File: config.mk
export PLATFORM = sky130hd
export DESIGN_NAME = alu_issue
export DESIGN_NICKNAME = d
export VERILOG_FILES = /design/src/rtl/alu_issue_pkg.sv /design/src/rtl/alu_issue_decode.sv /design/src/rtl/alu_issue.sv
export SDC_FILE = /design/constraint.sdc
export NUM_CORES = 1
export LEC_CHECK = 0
export BUFFER_PORTS_ARGS = -buffer_cell sky130_fd_sc_hd__buf_2
export CAP_MARGIN = 20
export CORE_AREA = 2 2 123 148
export DETAILED_ROUTE_END_ITERATION = 8
export DIE_AREA = 0 0 125 150
export PLACE_DENSITY = 0.75
export SYNTH_ARGS = -nofsm -noshare
export SYNTH_HDL_FRONTEND = slang
export SYNTH_SLANG_ARGS = --single-unit
File: constraint.sdc
create_clock -name clk -period 4.2 [get_ports clk]
set_input_delay 0.84 -clock clk [delete_from_list [all_inputs] [get_ports clk]]
set_output_delay 0.84 -clock clk [all_outputs]
set_load 0.005 [all_outputs]
File: src/rtl/alu_issue_pkg.sv
// Shared command definitions for the ALU issue stage: ALU operation codes,
// MIPS opcode/funct constants, FSM state encodings and the decoded command
// record handed from the decoder to the issue FSM.
package alu_issue_pkg;

  // Operation codes understood by the external combinational ALU.
  typedef enum logic [3:0] {
    ALU_ADD = 4'd0,
    ALU_OR  = 4'd1,
    ALU_SRL = 4'd2,
    ALU_SLT = 4'd3,
    ALU_SUB = 4'd4,
    ALU_SLL = 4'd5,
    ALU_NOR = 4'd6,
    ALU_SRA = 4'd7,
    ALU_XOR = 4'd8,
    ALU_AND = 4'd9
  } alu_oper_e;

  // Primary opcodes.
  localparam logic [5:0] OP_RTYPE = 6'h00;
  localparam logic [5:0] OP_BEQ   = 6'h04;
  localparam logic [5:0] OP_BNE   = 6'h05;
  localparam logic [5:0] OP_ADDI  = 6'h08;
  localparam logic [5:0] OP_ADDIU = 6'h09;
  localparam logic [5:0] OP_SLTI  = 6'h0A;
  localparam logic [5:0] OP_SLTIU = 6'h0B;
  localparam logic [5:0] OP_ANDI  = 6'h0C;
  localparam logic [5:0] OP_ORI   = 6'h0D;
  localparam logic [5:0] OP_XORI  = 6'h0E;
  localparam logic [5:0] OP_LUI   = 6'h0F;

  // R-type funct codes.
  localparam logic [5:0] F_SLL  = 6'h00;
  localparam logic [5:0] F_SRL  = 6'h02;
  localparam logic [5:0] F_SRA  = 6'h03;
  localparam logic [5:0] F_SLLV = 6'h04;
  localparam logic [5:0] F_SRLV = 6'h06;
  localparam logic [5:0] F_SRAV = 6'h07;
  localparam logic [5:0] F_ADD  = 6'h20;
  localparam logic [5:0] F_ADDU = 6'h21;
  localparam logic [5:0] F_SUB  = 6'h22;
  localparam logic [5:0] F_SUBU = 6'h23;
  localparam logic [5:0] F_AND  = 6'h24;
  localparam logic [5:0] F_OR   = 6'h25;
  localparam logic [5:0] F_XOR  = 6'h26;
  localparam logic [5:0] F_NOR  = 6'h27;
  localparam logic [5:0] F_SLT  = 6'h2A;
  localparam logic [5:0] F_SLTU = 6'h2B;

  // Flipping bit 31 of both operands maps signed order onto unsigned order,
  // so the unsigned-only ALU compare yields a signed less-than.
  localparam logic [31:0] SIGN_BIAS = 32'h8000_0000;

  // Issue FSM states.
  typedef enum logic [1:0] {
    ST_IDLE = 2'd0,
    ST_EXEC = 2'd1,
    ST_RESP = 2'd2
  } state_e;

  // Fully decoded instruction, ready to be registered in front of the ALU.
  typedef struct packed {
    logic [31:0] src_a;
    logic [31:0] src_b;
    alu_oper_e   oper;
    logic [4:0]  wa;
    logic        we;
    logic        is_beq;
    logic        is_bne;
    logic        illegal;
  } issue_cmd_t;

  function automatic logic [31:0] sext16(input logic [15:0] imm);
    return {{16{imm[15]}}, imm};
  endfunction

  function automatic logic [31:0] zext16(input logic [15:0] imm);
    return {16'd0, imm};
  endfunction

endpackage

File: src/rtl/alu_issue_decode.sv
// Combinational MIPS decoder: maps an instruction word plus its register
// operands onto ALU operands, ALU operation and writeback/branch controls.
module alu_issue_decode
  import alu_issue_pkg::*;
(
  input  logic [31:0] instr,
  input  logic [31:0] rs,
  input  logic [31:0] rt,
  output issue_cmd_t  cmd
);

  logic [5:0]  opcode;
  logic [4:0]  rt_field;
  logic [4:0]  rd_field;
  logic [4:0]  shamt;
  logic [5:0]  funct;
  logic [15:0] imm;
  logic [4:0]  unused_rs_field;

  assign opcode          = instr[31:26];
  assign rt_field        = instr[20:16];
  assign rd_field        = instr[15:11];
  assign shamt           = instr[10:6];
  assign funct           = instr[5:0];
  assign imm             = instr[15:0];
  // Operand values arrive already read from the register file.
  assign unused_rs_field = instr[25:21];

  logic [31:0] src_a;
  logic [31:0] src_b;
  alu_oper_e   oper;
  logic [4:0]  wa;
  logic        writes;
  logic        is_beq;
  logic        is_bne;
  logic        legal;

  // Decode opcode/funct into operand selection, ALU operation and controls.
  always_comb begin
    // NOTE: every output gets a default before the case so no path leaves a
    // signal unassigned, which would otherwise infer a latch.
    src_a  = '0;
    src_b  = '0;
    oper   = ALU_ADD;
    wa     = '0;
    writes = 1'b0;
    is_beq = 1'b0;
    is_bne = 1'b0;
    legal  = 1'b1;

    case (opcode)
      OP_RTYPE: begin
        wa     = rd_field;
        writes = 1'b1;
        src_a  = rs;
        src_b  = rt;
        case (funct)
          F_ADD, F_ADDU: oper = ALU_ADD;
          F_SUB, F_SUBU: oper = ALU_SUB;
          F_AND:         oper = ALU_AND;
          F_OR:          oper = ALU_OR;
          F_XOR:         oper = ALU_XOR;
          F_NOR:         oper = ALU_NOR;
          F_SLTU:        oper = ALU_SLT;
          F_SLT: begin
            oper  = ALU_SLT;
            src_a = rs ^ SIGN_BIAS;
            src_b = rt ^ SIGN_BIAS;
          end
          F_SLL: begin oper = ALU_SLL; src_a = rt; src_b = {27'd0, shamt}; end
          F_SRL: begin oper = ALU_SRL; src_a = rt; src_b = {27'd0, shamt}; end
          F_SRA: begin oper = ALU_SRA; src_a = rt; src_b = {27'd0, shamt}; end
          F_SLLV: begin oper = ALU_SLL; src_a = rt; src_b = rs; end
          F_SRLV: begin oper = ALU_SRL; src_a = rt; src_b = rs; end
          F_SRAV: begin oper = ALU_SRA; src_a = rt; src_b = rs; end
          default: legal = 1'b0;
        endcase
      end
      OP_ADDI, OP_ADDIU: begin
        wa = rt_field; writes = 1'b1;
        oper = ALU_ADD; src_a = rs; src_b = sext16(imm);
      end
      OP_ANDI: begin
        wa = rt_field; writes = 1'b1;
        oper = ALU_AND; src_a = rs; src_b = zext16(imm);
      end
      OP_ORI: begin
        wa = rt_field; writes = 1'b1;
        oper = ALU_OR; src_a = rs; src_b = zext16(imm);
      end
      OP_XORI: begin
        wa = rt_field; writes = 1'b1;
        oper = ALU_XOR; src_a = rs; src_b = zext16(imm);
      end
      OP_SLTIU: begin
        wa = rt_field; writes = 1'b1;
        oper = ALU_SLT; src_a = rs; src_b = sext16(imm);
      end
      OP_SLTI: begin
        wa = rt_field; writes = 1'b1;
        oper  = ALU_SLT;
        src_a = rs ^ SIGN_BIAS;
        src_b = sext16(imm) ^ SIGN_BIAS;
      end
      OP_LUI: begin
        wa = rt_field; writes = 1'b1;
        oper = ALU_SLL; src_a = zext16(imm); src_b = 32'd16;
      end
      OP_BEQ: begin
        oper = ALU_SUB; src_a = rs; src_b = rt; is_beq = 1'b1;
      end
      OP_BNE: begin
        oper = ALU_SUB; src_a = rs; src_b = rt; is_bne = 1'b1;
      end
      default: legal = 1'b0;
    endcase
  end

  // Illegal instructions run ADD(0,0) and suppress every side effect;
  // writes to register 0 are dropped.
  always_comb begin
    cmd.src_a   = legal ? src_a : '0;
    cmd.src_b   = legal ? src_b : '0;
    cmd.oper    = legal ? oper : ALU_ADD;
    cmd.wa      = legal ? wa : '0;
    cmd.we      = legal && writes && (wa != 5'd0);
    cmd.is_beq  = legal && is_beq;
    cmd.is_bne  = legal && is_bne;
    cmd.illegal = !legal;
  end

endmodule

File: src/rtl/alu_issue.sv
// ALU issue stage: accepts one register-read instruction, drives the external
// combinational ALU for one cycle from registered operands, captures result
// and flags, and holds the response until the downstream stage takes it.
// out_valid rises at edge N+1 after accept edge N, so downstream first
// samples it at edge N+2; a full op takes three cycles.
module alu_issue
  import alu_issue_pkg::*;
(
  input  logic        clk,
  input  logic        rst,
  input  logic        in_valid,
  output logic        in_ready,
  input  logic [31:0] in_instr,
  input  logic [31:0] in_rs,
  input  logic [31:0] in_rt,
  output logic [31:0] alu_srcA,
  output logic [31:0] alu_srcB,
  output logic [3:0]  alu_oper,
  input  logic [31:0] alu_result,
  input  logic        alu_zero,
  input  logic        alu_ltz,
  output logic        out_valid,
  input  logic        out_ready,
  output logic [31:0] out_result,
  output logic [4:0]  out_wa,
  output logic        out_we,
  output logic        out_branch,
  output logic        out_illegal
);

  issue_cmd_t cmd;
  state_e     state;
  logic [4:0] wa_q;
  logic       we_q;
  logic       beq_q;
  logic       bne_q;
  logic       illegal_q;
  logic       unused_ltz;

  // Branch decisions only need the zero flag.
  assign unused_ltz = alu_ltz;

  // The incoming instruction is decoded before it is registered, so the
  // ALU operand registers are already valid for the whole EXEC cycle.
  alu_issue_decode u_decode (
    .instr (in_instr),
    .rs    (in_rs),
    .rt    (in_rt),
    .cmd   (cmd)
  );

  // Issue FSM: accept in IDLE, capture ALU output in EXEC, hand off in RESP.
  always_ff @(posedge clk or posedge rst) begin
    if (rst) begin
      state       <= ST_IDLE;
      in_ready    <= 1'b1;
      alu_srcA    <= '0;
      alu_srcB    <= '0;
      alu_oper    <= ALU_ADD;
      wa_q        <= '0;
      we_q        <= 1'b0;
      beq_q       <= 1'b0;
      bne_q       <= 1'b0;
      illegal_q   <= 1'b0;
      out_valid   <= 1'b0;
      out_result  <= '0;
      out_wa      <= '0;
      out_we      <= 1'b0;
      out_branch  <= 1'b0;
      out_illegal <= 1'b0;
    end else begin
      // NOTE: non-blocking assignments so every register samples the values
      // from before this edge, independent of statement order.
      case (state)
        ST_IDLE: begin
          if (in_valid) begin
            alu_srcA  <= cmd.src_a;
            alu_srcB  <= cmd.src_b;
            alu_oper  <= cmd.oper;
            wa_q      <= cmd.wa;
            we_q      <= cmd.we;
            beq_q     <= cmd.is_beq;
            bne_q     <= cmd.is_bne;
            illegal_q <= cmd.illegal;
            in_ready  <= 1'b0;
            state     <= ST_EXEC;
          end
        end
        ST_EXEC: begin
          out_result  <= illegal_q ? 32'd0 : alu_result;
          out_wa      <= wa_q;
          out_we      <= we_q;
          out_branch  <= (beq_q && alu_zero) || (bne_q && !alu_zero);
          out_illegal <= illegal_q;
          out_valid   <= 1'b1;
          state       <= ST_RESP;
        end
        ST_RESP: begin
          if (out_ready) begin
            out_valid <= 1'b0;
            in_ready  <= 1'b1;
            state     <= ST_IDLE;
          end
        end
        default: begin
          out_valid <= 1'b0;
          in_ready  <= 1'b1;
          state     <= ST_IDLE;
        end
      endcase
    end
  end

endmodule

## After elaboration in Yosys (flattened, before gate mapping)

Index checks and enable logic that the tools add are counted.

| word-level totals | value |
|---|---|
| register bits | 121 |
| input bits | 134 |
| output and inout bits | 110 |
| logic and storage cells | 109 |

| cells by class | value |
|---|---|
| equality and inequality tests | 29 |
| muxes and demuxes | 25 |
| bitwise operators | 5 |
| reduce and logical (&&, ||, !) cells | 34 |

Operators by type and width:

| kind | number |
|---|---|
| 32-bit one-hot mux with 6 select lines | 1 |
| 32-bit one-hot mux with 4 select lines | 1 |
| 32-bit two-way mux | 3 |
| 32-bit one-hot mux with 3 select lines | 1 |
| 32-bit one-hot mux with 2 select lines | 1 |
| 6-bit == test (second input constant) | 10 |
| 6-bit by 4-bit == test with 1-bit output (second input constant) | 8 |
| 4-bit one-hot mux with 9 select lines | 1 |
| 6-bit by 3-bit == test with 1-bit output (second input constant) | 5 |
| 4-bit one-hot mux with 7 select lines | 1 |
| 16-bit OR reduction | 1 |
| 8-bit OR reduction | 2 |
| 2-bit OR reduction | 7 |
| 6-bit by 2-bit == test with 1-bit output (second input constant) | 2 |
| 6-bit zero test | 2 |
| 3-bit OR reduction | 4 |
| 5-bit one-hot mux with 2 select lines | 1 |
| 10-bit OR reduction | 1 |
| 9-bit OR reduction | 1 |
| 1-bit two-way mux | 7 |
| 1-bit logical AND | 6 |
| 1-bit one-hot mux with 3 select lines | 2 |
| 2-bit one-hot mux with 3 select lines | 1 |
| 2-bit AND reduction | 3 |
| other kinds (14) | 21 |

## Logic depth before layout (Yosys ltp)

Gate-level depths: netlist of the first run.

| logic depth | value |
|---|---|
| depth after elaboration | 6 |
| depth in mapped cells | 9 |
| mapped depth without buffers | 7 |

## Cells and area by module

Synthesis of the first run repeated with hierarchy kept, for this count alone.

| second synthesis, totals | value |
|---|---|
| cells, all modules | 671 |
| area, all modules | 6660.1 sq um |

By module, submodules not included:

| module | times used | cells an instance | area each (sq um) | seq. area each (sq um) |
|---|---|---|---|---|
| alu_issue | 1 | 335 | 4729.5 | 3029.2 |
| alu_issue_decode | 1 | 336 | 1930.6 | 0.0 |

## Worst setup path before layout of the first run

OpenSTA, ideal clock, no wires.

| timing | value |
|---|---|
| path type | input-to-reg |
| start | input in_instr[29] |
| end | register alu_srcA[16] |
| setup time | 0.066 ns |
| data arrival time | 2.664 ns |
| data required time | 4.134 ns |
| slack | 1.470 ns |
| stages on the path | 8 |
| path buffers | 3 |
| path through | buf_2 > or3_1 > clkbuf_2 > a2111o_1 > o32a_4 > nor2b_4 > buf_6 > a221o_1 |

| on the way | value |
|---|---|
| longest elaborated chain between the ends | 4 |
| elaborated cells on any way between the ends | 16 |
| those cells by class | eq/ne (10); mux (3); reduce/logical (3) |

Ends and longest elaborated chain:

| what | line | RTL |
|---|---|---|
| from (decl) | alu_issue.sv:13 | `input logic [31:0] in_instr,` |
| 6-bit by 4-bit == test with 1-bit output / 6-bit by 3-bit == test with 1-bit output (equally long branches) | alu_issue_decode.sv:51 | `case (opcode)` |
| 8-bit OR reduction (no source line) / 10-bit OR reduction (equally long branches) | - |  |
| 32-bit one-hot mux with 4 select lines / 1-bit one-hot mux with 2 select lines (equally long branches) | alu_issue_decode.sv:51 |  |
| 32-bit two-way mux * | alu_issue_decode.sv:122 | `cmd.src_a = legal ? src_a : '0;` |
| to (signal assigned) | alu_issue.sv:77 | `alu_srcA <= cmd.src_a;` |
| to (decl) | alu_issue.sv:16 | `output logic [31:0] alu_srcA,` |

Every way passes the cells marked *; elsewhere a longest branch is shown, timed or not.
A chain may end at the register's enable or synchronous reset.

## Worst setup path in the final report of the first run

| timing | value |
|---|---|
| start | input in_instr[27] |
| end | register alu_srcA[26] |

The elaborated chain is that of the path after synthesis.

==> flow_metrics.py, run 1 <==
metrics = {
    "cells_and_area": {
        "final_util": 0.458,
        "seq_area_sq_um": 3030,
        "fin_nets": 965,
        "multi_input_area_sq_um": 2680,
        "fill_cells": 1705,
        "final_cell_mix": "buf_2, dfrtp_1, o21ai_0",
        "layout_commonest_cell": "buf_2",
        "drive_above_1_share": 0.364,
        "area_growth_pct": 33.4,
    },
    "sta": {
        "relSlewSlack": 0.438,
        "worst_slew_pin_slew_ns": 0.843,
        "fmax_ghz": 0.350,
        "hold_viol": 0,
        "tns_ns": 0,
        "slew_violations": 0,
        "fin_crit_sh": 0.680,
        "setup_viol": 0,
        "min_period_ns": 2.86,
        "rsz0062_at_grt": "no",
        "clock-skew-final_ns": 0.00702,
    },
    "global_route": {
        "overflow": 0,
        "antenna_found_initial": 2,
        "grt_pass1_wl_um": 29900,
        "grt_start_max_net_pins": 66,
        "first_global_vias": 5577,
        "track_usage": 0.202,
    },
    "drt": {
        "num_vias": 5830,
        "drt_first_pass_iters": 7,
        "drt_drc_violations_left": 0,
        "wl_um": 19200,
        "avgRoutedWirePerCell_um": 18.0,
        "vias_per_cell": 5.47,
        "drtIter0Drc": 383,
        "antenna_left": 0,
    },
    "clock_tree": {
        "cts_tree": "done",
        "clk_latency_ns": 0.41,
        "clock-sinks": 121,
        "postCtsSetupRepairBufs": 0,
        "cts_max_path_buffers": 2,
        "postCtsHoldBufs": 0,
        "numCtsBuffers": 17,
        "clk_pin_slew_ns": 0.05,
        "h-tree-depth": 4,
        "cts-root-buf": "clkbuf_16",
        "cts_resized": 0,
    },
    "worst_setup_path": {
        "crit_fanout": 41,
        "end_kind": "flip-flop",
        "start_kind": "input pin",
        "worstPathRequired_ns": 4.54,
        "worstPathArrival_ns": 3.20,
        "startpoint": "in_instr[27]",
        "worstSetupPathType": "input pin to flip-flop",
        "reg2reg_from": "state[0]",
    },
    "min_path": {
        "hold_class": "flip-flop to flip-flop",
        "hp-start": "out_result[29]",
    },
    "floorplanning": {
        "dieArea_sq_um": 18800,
        "num_rows": 53,
        "die-width_um": 125,
        "die_h_um": 150,
        "initial_core_util": 0.343,
        "design.core.area_sq_um": 17400,
        "io_pins": 244,
    },
    "power": {
        "clkPwrFrac": 0.376,
        "p_leak_nw": 3.92,
        "power_switching_mw": 1.24,
        "power_frac_seq": 0.380,
        "p_int_mw": 2.82,
        "power_frac_comb": 0.244,
        "peakVddDrop_mv": 0.263,
        "power.density_nw_per_um2": 510,
        "swShare": 0.305,
    },
    "synthesis": {
        "synthFlopType": "dfrtp_1",
        "synth_area_per_cell_sq_um": 9.70,
        "syn-num-nets": 749,
        "synth_edf_count": 0,
        "syn_inst": 615,
        "async_flop_share": 1.00,
        "ys_warn_count": 0,
        "ys_seq_area_frac": 0.508,
        "synth-seq-cells": 121,
        "synth.distinct_cells": 55,
        "synth_area_sq_um": 5960,
    },
    "placed_design": {
        "place.gp.congestion": 0.856,
        "port_buffers": 237,
        "hpwl_um": 13500,
    },
    "flow_run": {
        "drv_cap": 0,
    },
    "status": {
        "status": "finished clean",
    },
}
==> cell usage after synthesis (all sizes together) (4+ instances only) <==
| cell type | number | share of area |
|---|---|---|
| dfrtp | 120 | 0.50 |
| a22oi | 46 | 0.058 |
| nand2b | 39 | 0.041 |
| buf | 13 | 0.014 |
| a221oi | 19 | 0.028 |
| a211oi | 16 | 0.020 |
| a22o | 6 | 0.0088 |
| a21oi | 21 | 0.018 |
| mux2i | 6 | 0.010 |
| clkbuf | 43 | 0.027 |
| and3 | 16 | 0.017 |
| nor2b | 4 | 0.0055 |
| or2 | 5 | 0.0052 |
| nor2 | 33 | 0.021 |
| o21ai | 78 | 0.065 |
| nand2 | 71 | 0.045 |
| inv | 8 | 0.0050 |
| nor3 | 7 | 0.0059 |
| mux2 | 7 | 0.013 |
| a221o | 15 | 0.025 |
==> critical path, cell delays in order <==
cell and delay (ns):
buf_2 0.17, or3_1 0.47, a2111o_1 0.47, o32a_4 0.54
nor2b_4 0.46, a221o_1 0.23
==> per-stage QoR <==
step	area (sq um)	hold slack [ns]	power, mW	instances	setup slack (ns)
2_1_floorplan	5960	0.435	2.10	615	0.147
3_3_place_gp	7330	0.459	2.54	1032	0.965
3_5_place_dp	7330	0.466	2.56	1032	0.938
4_1_cts	7950	0.478	4.11	1064	1.38
5_1_grt	7960	0.496	4.30	1066	1.25
6_report	7960	0.470	4.06	1066	1.34
==> sequential cells by signal, indices dropped and copies added (netlist names), 2 cells and up <==
name / cells
alu_srcA: 32
alu_srcB: 32
out_result: 32
out_wa: 5
wa_q: 5
alu_oper: 4
state: 2
==> power groups by stage <==
stage                     Clock [mW]  Sequential, mW  Combinational (mW)
after floorplan                    0            1.56               0.547
after global placement             0            1.55               0.986
after detailed placement           0            1.56                1.00
after CTS                       1.56            1.55                1.00
after global routing            1.61            1.58                1.11
final                           1.53            1.54               0.989
==> layer usage <==
| layer | part of all wire | vias to the layer above | wire [um] | track usage |
|---|---|---|---|---|
| li1 | - | 2693 | - | - |
| met1 | 0.41 | 2827 | 7890 | 0.255 |
| met2 | 0.49 | 256 | 9350 | 0.326 |
| met3 | 0.058 | 54 | 1120 | 0.0411 |
| met4 | 0.041 | 0 | 790 | 0.111 |
| met5 | 0 | - | 0 | 0 |
==> cell type report <==
cell class,instances,share of cell area
sequential,121,0.381
multi-input combinational,430,0.336
timing repair buffer,253,0.166
clock buffer,19,0.0557
tap,220,0.0346
clock inverter,13,0.0222
inverter,8,0.00409
antenna,2,0.000629
==> worst paths after layout <==
check                                  to  slack, ns  depth (start not counted)
hold / removal             out_result[29]       0.47                          2
hold reg to reg            out_result[29]       0.47                          2
min in group asynchronous  out_result[14]       0.57                          2
max in group asynchronous    alu_srcB[23]       2.80                          3
setup reg to reg             alu_srcA[26]       1.45                          7
setup / recovery             alu_srcA[26]       1.34                          6
==> logic make-up (layout without fill, tap and decap cells) <==
| logic type | Yosys count | count (layout) | share of synthesized area |
|---|---|---|---|
| AO/OA/AOI/OAI | 224 | 224 | 0.258 |
| buffers and inverters | 64 | 293 | 0.0464 |
| flip-flops | 121 | 121 | 0.508 |
| XOR/XNOR | 1 | 1 | 0.00147 |
| multiplexers | 13 | 13 | 0.0233 |
| other | 0 | 2 | 0 |
| AND/OR/NAND/NOR | 192 | 192 | 0.163 |
No activity file was read; power rests on OpenSTA's default activity.
==> inputs of run 2 (changes only) <==
--- a/config.mk
+++ b/config.mk
@@ -10,7 +10,7 @@
 export CORE_AREA = 2 2 123 148
 export DETAILED_ROUTE_END_ITERATION = 8
 export DIE_AREA = 0 0 125 150
-export PLACE_DENSITY = 0.75
+export PLACE_DENSITY = 0.72
 export SYNTH_ARGS = -nofsm -noshare
 export SYNTH_HDL_FRONTEND = slang
 export SYNTH_SLANG_ARGS = --single-unit
==> constraint.sdc (replaced) <==
create_clock -name clk -period 2.9 [get_ports clk]
set_input_delay 0.58 -clock clk [delete_from_list [all_inputs] [get_ports clk]]
set_output_delay 0.58 -clock clk [all_outputs]
set_load 0.005 [all_outputs]
==> flow_metrics.py, run 2 (synthesized netlist as in run 1, its figures left out) <==
metrics = {
    "worst_setup_path": {
        "worstSetupPathType": "input pin to flip-flop",
        "crit_fanout": 12,
        "timing.rr.end": "alu_oper[3]",
        "startpoint": "in_instr[27]",
        "rrSetupSlack_ns": 0.72,
        "cp_num_cells": 7,
        "r2r_cells": 8,
        "cp_top_family": "compound AO/OA/AOI/OAI gates",
        "crit_chain": "buf_2, or3_1, a2111o_1, o32a_4, buf_4, nor3b_4, a32o_1",
        "reg2reg_from": "state[0]",
        "worstPathRequired_ns": 3.25,
        "cpPeakStageDelay_ns": 0.48,
        "end_kind": "flip-flop",
        "critPathSlowestCell": "a2111o_1",
        "crit_end": "alu_oper[3]",
        "crit_buf_inv": 2,
        "start_kind": "input pin",
        "worstPathArrival_ns": 2.64,
    },
    "drt": {
        "wl_um": 19100,
        "drtIter0Drc": 312,
        "wl_met3_um": 1330,
        "num_vias": 5776,
        "vias_per_cell": 5.39,
        "drt_drc_violations_left": 0,
        "route.layer.met1.wl_um": 7720,
        "avgRoutedWirePerCell_um": 17.9,
        "wl_met2_um": 9670,
        "drt_first_pass_iters": 6,
        "top_layer": "met4",
        "antenna_left": 0,
    },
    "floorplanning": {
        "die-width_um": 125,
        "num_rows": 53,
        "dieArea_sq_um": 18800,
        "die_h_um": 150,
        "initial_core_util": 0.343,
        "design.core.area_sq_um": 17400,
        "io_pins": 244,
    },
    "clock_tree": {
        "cts-root-buf": "clkbuf_16",
        "h-tree-depth": 4,
        "cts_resized": 0,
        "cts_max_path_buffers": 2,
        "postCtsHoldBufs": 0,
        "clk_latency_ns": 0.41,
        "postCtsSetupRepairBufs": 0,
        "cts_tree": "done",
        "numCtsBuffers": 17,
        "clock-sinks": 121,
        "clk_pin_slew_ns": 0.05,
    },
    "sta": {
        "slew_violations": 0,
        "rsz0062_at_grt": "no",
        "relSlewSlack": 0.451,
        "fmax_ghz": 0.436,
        "setup_viol": 0,
        "fin_crit_sh": 0.791,
        "min_period_ns": 2.30,
        "worst_slew_pin_slew_ns": 0.824,
        "hold_viol": 0,
        "tns_ns": 0,
        "clock-skew-final_ns": 0.00758,
    },
    "placed_design": {
        "hpwl_um": 13800,
        "dpl_cell_area_sq_um": 7430,
        "placed_cells": 1044,
        "place.gp.congestion": 0.896,
        "port_buffers": 237,
    },
    "cells_and_area": {
        "antenna_cells": 0,
        "final_cell_mix": "buf_2, dfrtp_1, o21ai_0",
        "area_growth_pct": 33.3,
        "layout_commonest_cell": "buf_2",
        "final_area_sq_um": 7950,
        "fill_cells": 1719,
        "reg_top3": "alu_srcA (32), alu_srcB (32), out_result (32)",
        "fin_nets": 977,
        "final_cells": 1071,
        "drive_above_1_share": 0.367,
    },
    "global_route": {
        "antenna_found_initial": 0,
        "track_usage": 0.202,
        "overflow": 0,
        "first_global_vias": 5537,
        "grt_pass1_wl_um": 29800,
        "grt_start_max_net_pins": 63,
    },
    "power": {
        "peakVddDrop_mv": 0.470,
        "p_leak_nw": 3.94,
        "power.density_nw_per_um2": 702,
        "total_power_mw": 5.58,
    },
    "min_path": {
        "hold_class": "input pin to asynchronous set/reset pin",
    },
    "status": {
        "status": "finished clean",
    },
    "flow_run": {
        "drv_cap": 0,
    },
}
==> run 2: layer usage <==
metal  up-vias  GRT usage
met1      2757      0.255
met5         -          0
met3        33     0.0476
li1       2718          -
met2       268      0.340
met4         0     0.0733
==> run 2: worst min path at each step <==
stage,end,slack [ns],cells past startpoint
after floorplan,we_q,0.43,2
after global placement,out_result[5],0.46,2
after detailed placement,out_result[20],0.47,2
after CTS,out_result[7],0.25,2
after global routing,out_result[7],0.29,2
final,out_result[7],0.24,2
==> run 2: final cells by class <==
cell class | instances | area [sq um] | area share
Sequential cell | 121 | 3030 | 0.381
Multi-Input combinational cell | 430 | 2680 | 0.337
Timing Repair Buffer | 265 | 1420 | 0.179
Clock buffer | 22 | 464 | 0.0584
Tap cell | 220 | 275 | 0.0346
Clock inverter | 5 | 50.0 | 0.00630
Inverter | 8 | 33.8 | 0.00425
==> run 2: power by group <==
group | internal [mW] | switching, mW
Clock | 1.19 | 0.680
Combinational | 0.634 | 0.846
Sequential | 2.03 | 0.203
Total | 3.85 | 1.73
==> run 2: metrics by stage <==
| step | setup WS, ns | utilization | hold slack (ns) |
|---|---|---|---|
| 4_1_cts | 0.619 | 0.458 | 0.252 |
| 3_3_place_gp | 0.210 | 0.428 | 0.457 |
| 5_1_grt | 0.554 | 0.458 | 0.288 |
| 2_1_floorplan | 0.430 | - | 0.435 |
| 6_report | 0.605 | 0.458 | 0.243 |
| 3_5_place_dp | 0.177 | 0.428 | 0.467 |
==> inputs of run 3 (changes only) <==
--- a/config.mk
+++ b/config.mk
@@ -10,7 +10,7 @@
 export CORE_AREA = 2 2 123 148
 export DETAILED_ROUTE_END_ITERATION = 8
 export DIE_AREA = 0 0 125 150
-export PLACE_DENSITY = 0.72
+export PLACE_DENSITY = 0.75
 export SYNTH_ARGS = -nofsm -noshare
 export SYNTH_HDL_FRONTEND = slang
 export SYNTH_SLANG_ARGS = --single-unit
==> constraint.sdc (replaced) <==
create_clock -name clk -period 1.99 [get_ports clk]
set_input_delay 0.398 -clock clk [delete_from_list [all_inputs] [get_ports clk]]
set_output_delay 0.398 -clock clk [all_outputs]
set_load 0.005 [all_outputs]
==> flow_metrics.py, run 3 (synthesized netlist as in run 1, its figures left out) <==
metrics = {
    "power": {
        "power_frac_seq": 0.391,
        "power_frac_comb": 0.272,
        "p_int_mw": 5.57,
        "swShare": 0.327,
        "power_switching_mw": 2.71,
        "clkPwrFrac": 0.337,
        "p_leak_nw": 4.14,
        "peakVddDrop_mv": 0.501,
        "power.density_nw_per_um2": 990,
    },
    "placed_design": {
        "port_buffers": 237,
        "hpwl_um": 13900,
        "place.gp.congestion": 0.922,
    },
    "worst_setup_path": {
        "timing.rr.end": "alu_srcB[7]",
        "r2r_cells": 8,
        "worstSetupPathType": "flip-flop to flip-flop",
        "reg2reg_from": "state[0]",
        "crit_fanout": 10,
        "rrSetupSlack_ns": 0.13,
        "worstPathRequired_ns": 2.31,
        "worstPathArrival_ns": 2.18,
        "end_kind": "flip-flop",
        "start_kind": "flip-flop",
    },
    "cells_and_area": {
        "fin_nets": 1014,
        "reg_top3": "alu_srcA (32), alu_srcB (32), out_result (32)",
        "final_cell_mix": "buf_2, dfrtp_1, nand2_1",
        "antenna_cells": 0,
        "drive_above_1_share": 0.401,
        "fill_cells": 1648,
        "area_growth_pct": 40.3,
        "final_util": 0.481,
        "layout_commonest_cell": "buf_2",
    },
    "clock_tree": {
        "cts-root-buf": "clkbuf_16",
        "clk_latency_ns": 0.41,
        "postCtsSetupRepairBufs": 0,
        "cts_tree": "done",
        "h-tree-depth": 4,
        "numCtsBuffers": 17,
        "cts_max_path_buffers": 2,
        "clock-sinks": 121,
        "clk_pin_slew_ns": 0.06,
    },
    "global_route": {
        "first_global_vias": 5691,
        "antenna_found_initial": 0,
        "track_usage": 0.202,
        "overflow": 0,
        "grt_pass1_wl_um": 30100,
        "grt_start_max_net_pins": 58,
    },
    "drt": {
        "drt_first_pass_iters": 6,
        "vias_per_cell": 5.28,
        "antenna_left": 0,
        "wl_um": 19500,
        "num_vias": 5882,
        "drt_drc_violations_left": 0,
        "avgRoutedWirePerCell_um": 17.5,
        "drtIter0Drc": 338,
    },
    "sta": {
        "slew_violations": 0,
        "fin_crit_sh": 0.932,
        "rsz0062_at_grt": "no",
        "setup_viol": 0,
        "hold_viol": 0,
        "min_period_ns": 1.86,
        "clock-skew-final_ns": 0.00757,
        "relSlewSlack": 0.471,
        "fmax_ghz": 0.539,
        "worst_slew_pin_slew_ns": 0.793,
        "tns_ns": 0,
    },
    "min_path": {
        "hp-start": "in_rs[24]",
        "hold_depth": 3,
        "hold_class": "input pin to flip-flop",
        "min_to": "alu_srcB[24]",
    },
    "flow_run": {
        "drv_cap": 0,
    },
    "floorplanning": {
        "die-width_um": 125,
        "design.core.area_sq_um": 17400,
        "num_rows": 53,
        "die_h_um": 150,
        "io_pins": 244,
        "dieArea_sq_um": 18800,
        "initial_core_util": 0.343,
    },
    "status": {
        "status": "finished clean",
    },
}
==> run 3: metrics by stage <==
step	std cells	hold slack [ns]	setup slack, ns	total power, mW	area (sq um)
floorplan	615	0.435	-0.195	4.45	6010
global placement	1080	0.394	-0.229	5.51	7810
detailed placement	1080	0.399	-0.279	5.56	7810
CTS	1113	0.209	0.0873	8.39	8370
global route	1113	0.220	0.00808	8.79	8370
finish	1113	0.230	0.135	8.28	8370
==> run 3: timing repair <==
action	4_1_cts	5_1_grt
hold buffers	1	0
setup endpoints to repair	21	4
pin swaps	0	2
resized for setup	1	2
endpoints found under the hold margin	12	0
==> run 3: power groups by stage <==
stage	sequential, mW	combinational, mW	clock (mW)
3_5_place_dp	3.29	2.27	0
3_3_place_gp	3.27	2.24	0
2_1_floorplan	3.28	1.16	0
6_report	3.24	2.26	2.79
5_1_grt	3.31	2.52	2.96
4_1_cts	3.25	2.28	2.86
==> run 3: worst max-delay path: stages, from the launching register on <==
cell      delay [ns]
dfrtp_1         0.37
nand2b_1        0.15
or2_4           0.28
inv_1           0.13
buf_4           0.13
and4_1          0.27
buf_4           0.22
a22oi_1         0.09
o21ai_0         0.11
==> run 3: metal layers <==
layer / share of wire / global-route usage
met1: 0.43 / 0.261
met2: 0.49 / 0.333
met3: 0.058 / 0.0443
met4: 0.028 / 0.0772
met5: 0 / 0
==> run 3: how the worst max path moves through the flow <==
stage,from,to,cells past startpoint
floorplan,in_instr[27],alu_srcA[17],8
global placement,in_instr[31],alu_srcB[17],8
detailed placement,in_instr[31],alu_srcB[28],8
CTS,state[0],alu_srcA[26],8
global route,state[0],alu_oper[3],7
finish,state[0],alu_srcB[7],8
==> run 3: layout make-up <==
class	count	area (sq um)	area share
Inverter	8	33.8	0.00404
Clock inverter	14	100	0.0120
Sequential cell	121	3030	0.362
Multi-Input combinational cell	430	2700	0.323
Tap cell	220	275	0.0329
Clock buffer	18	439	0.0525
Timing Repair Buffer	302	1790	0.214
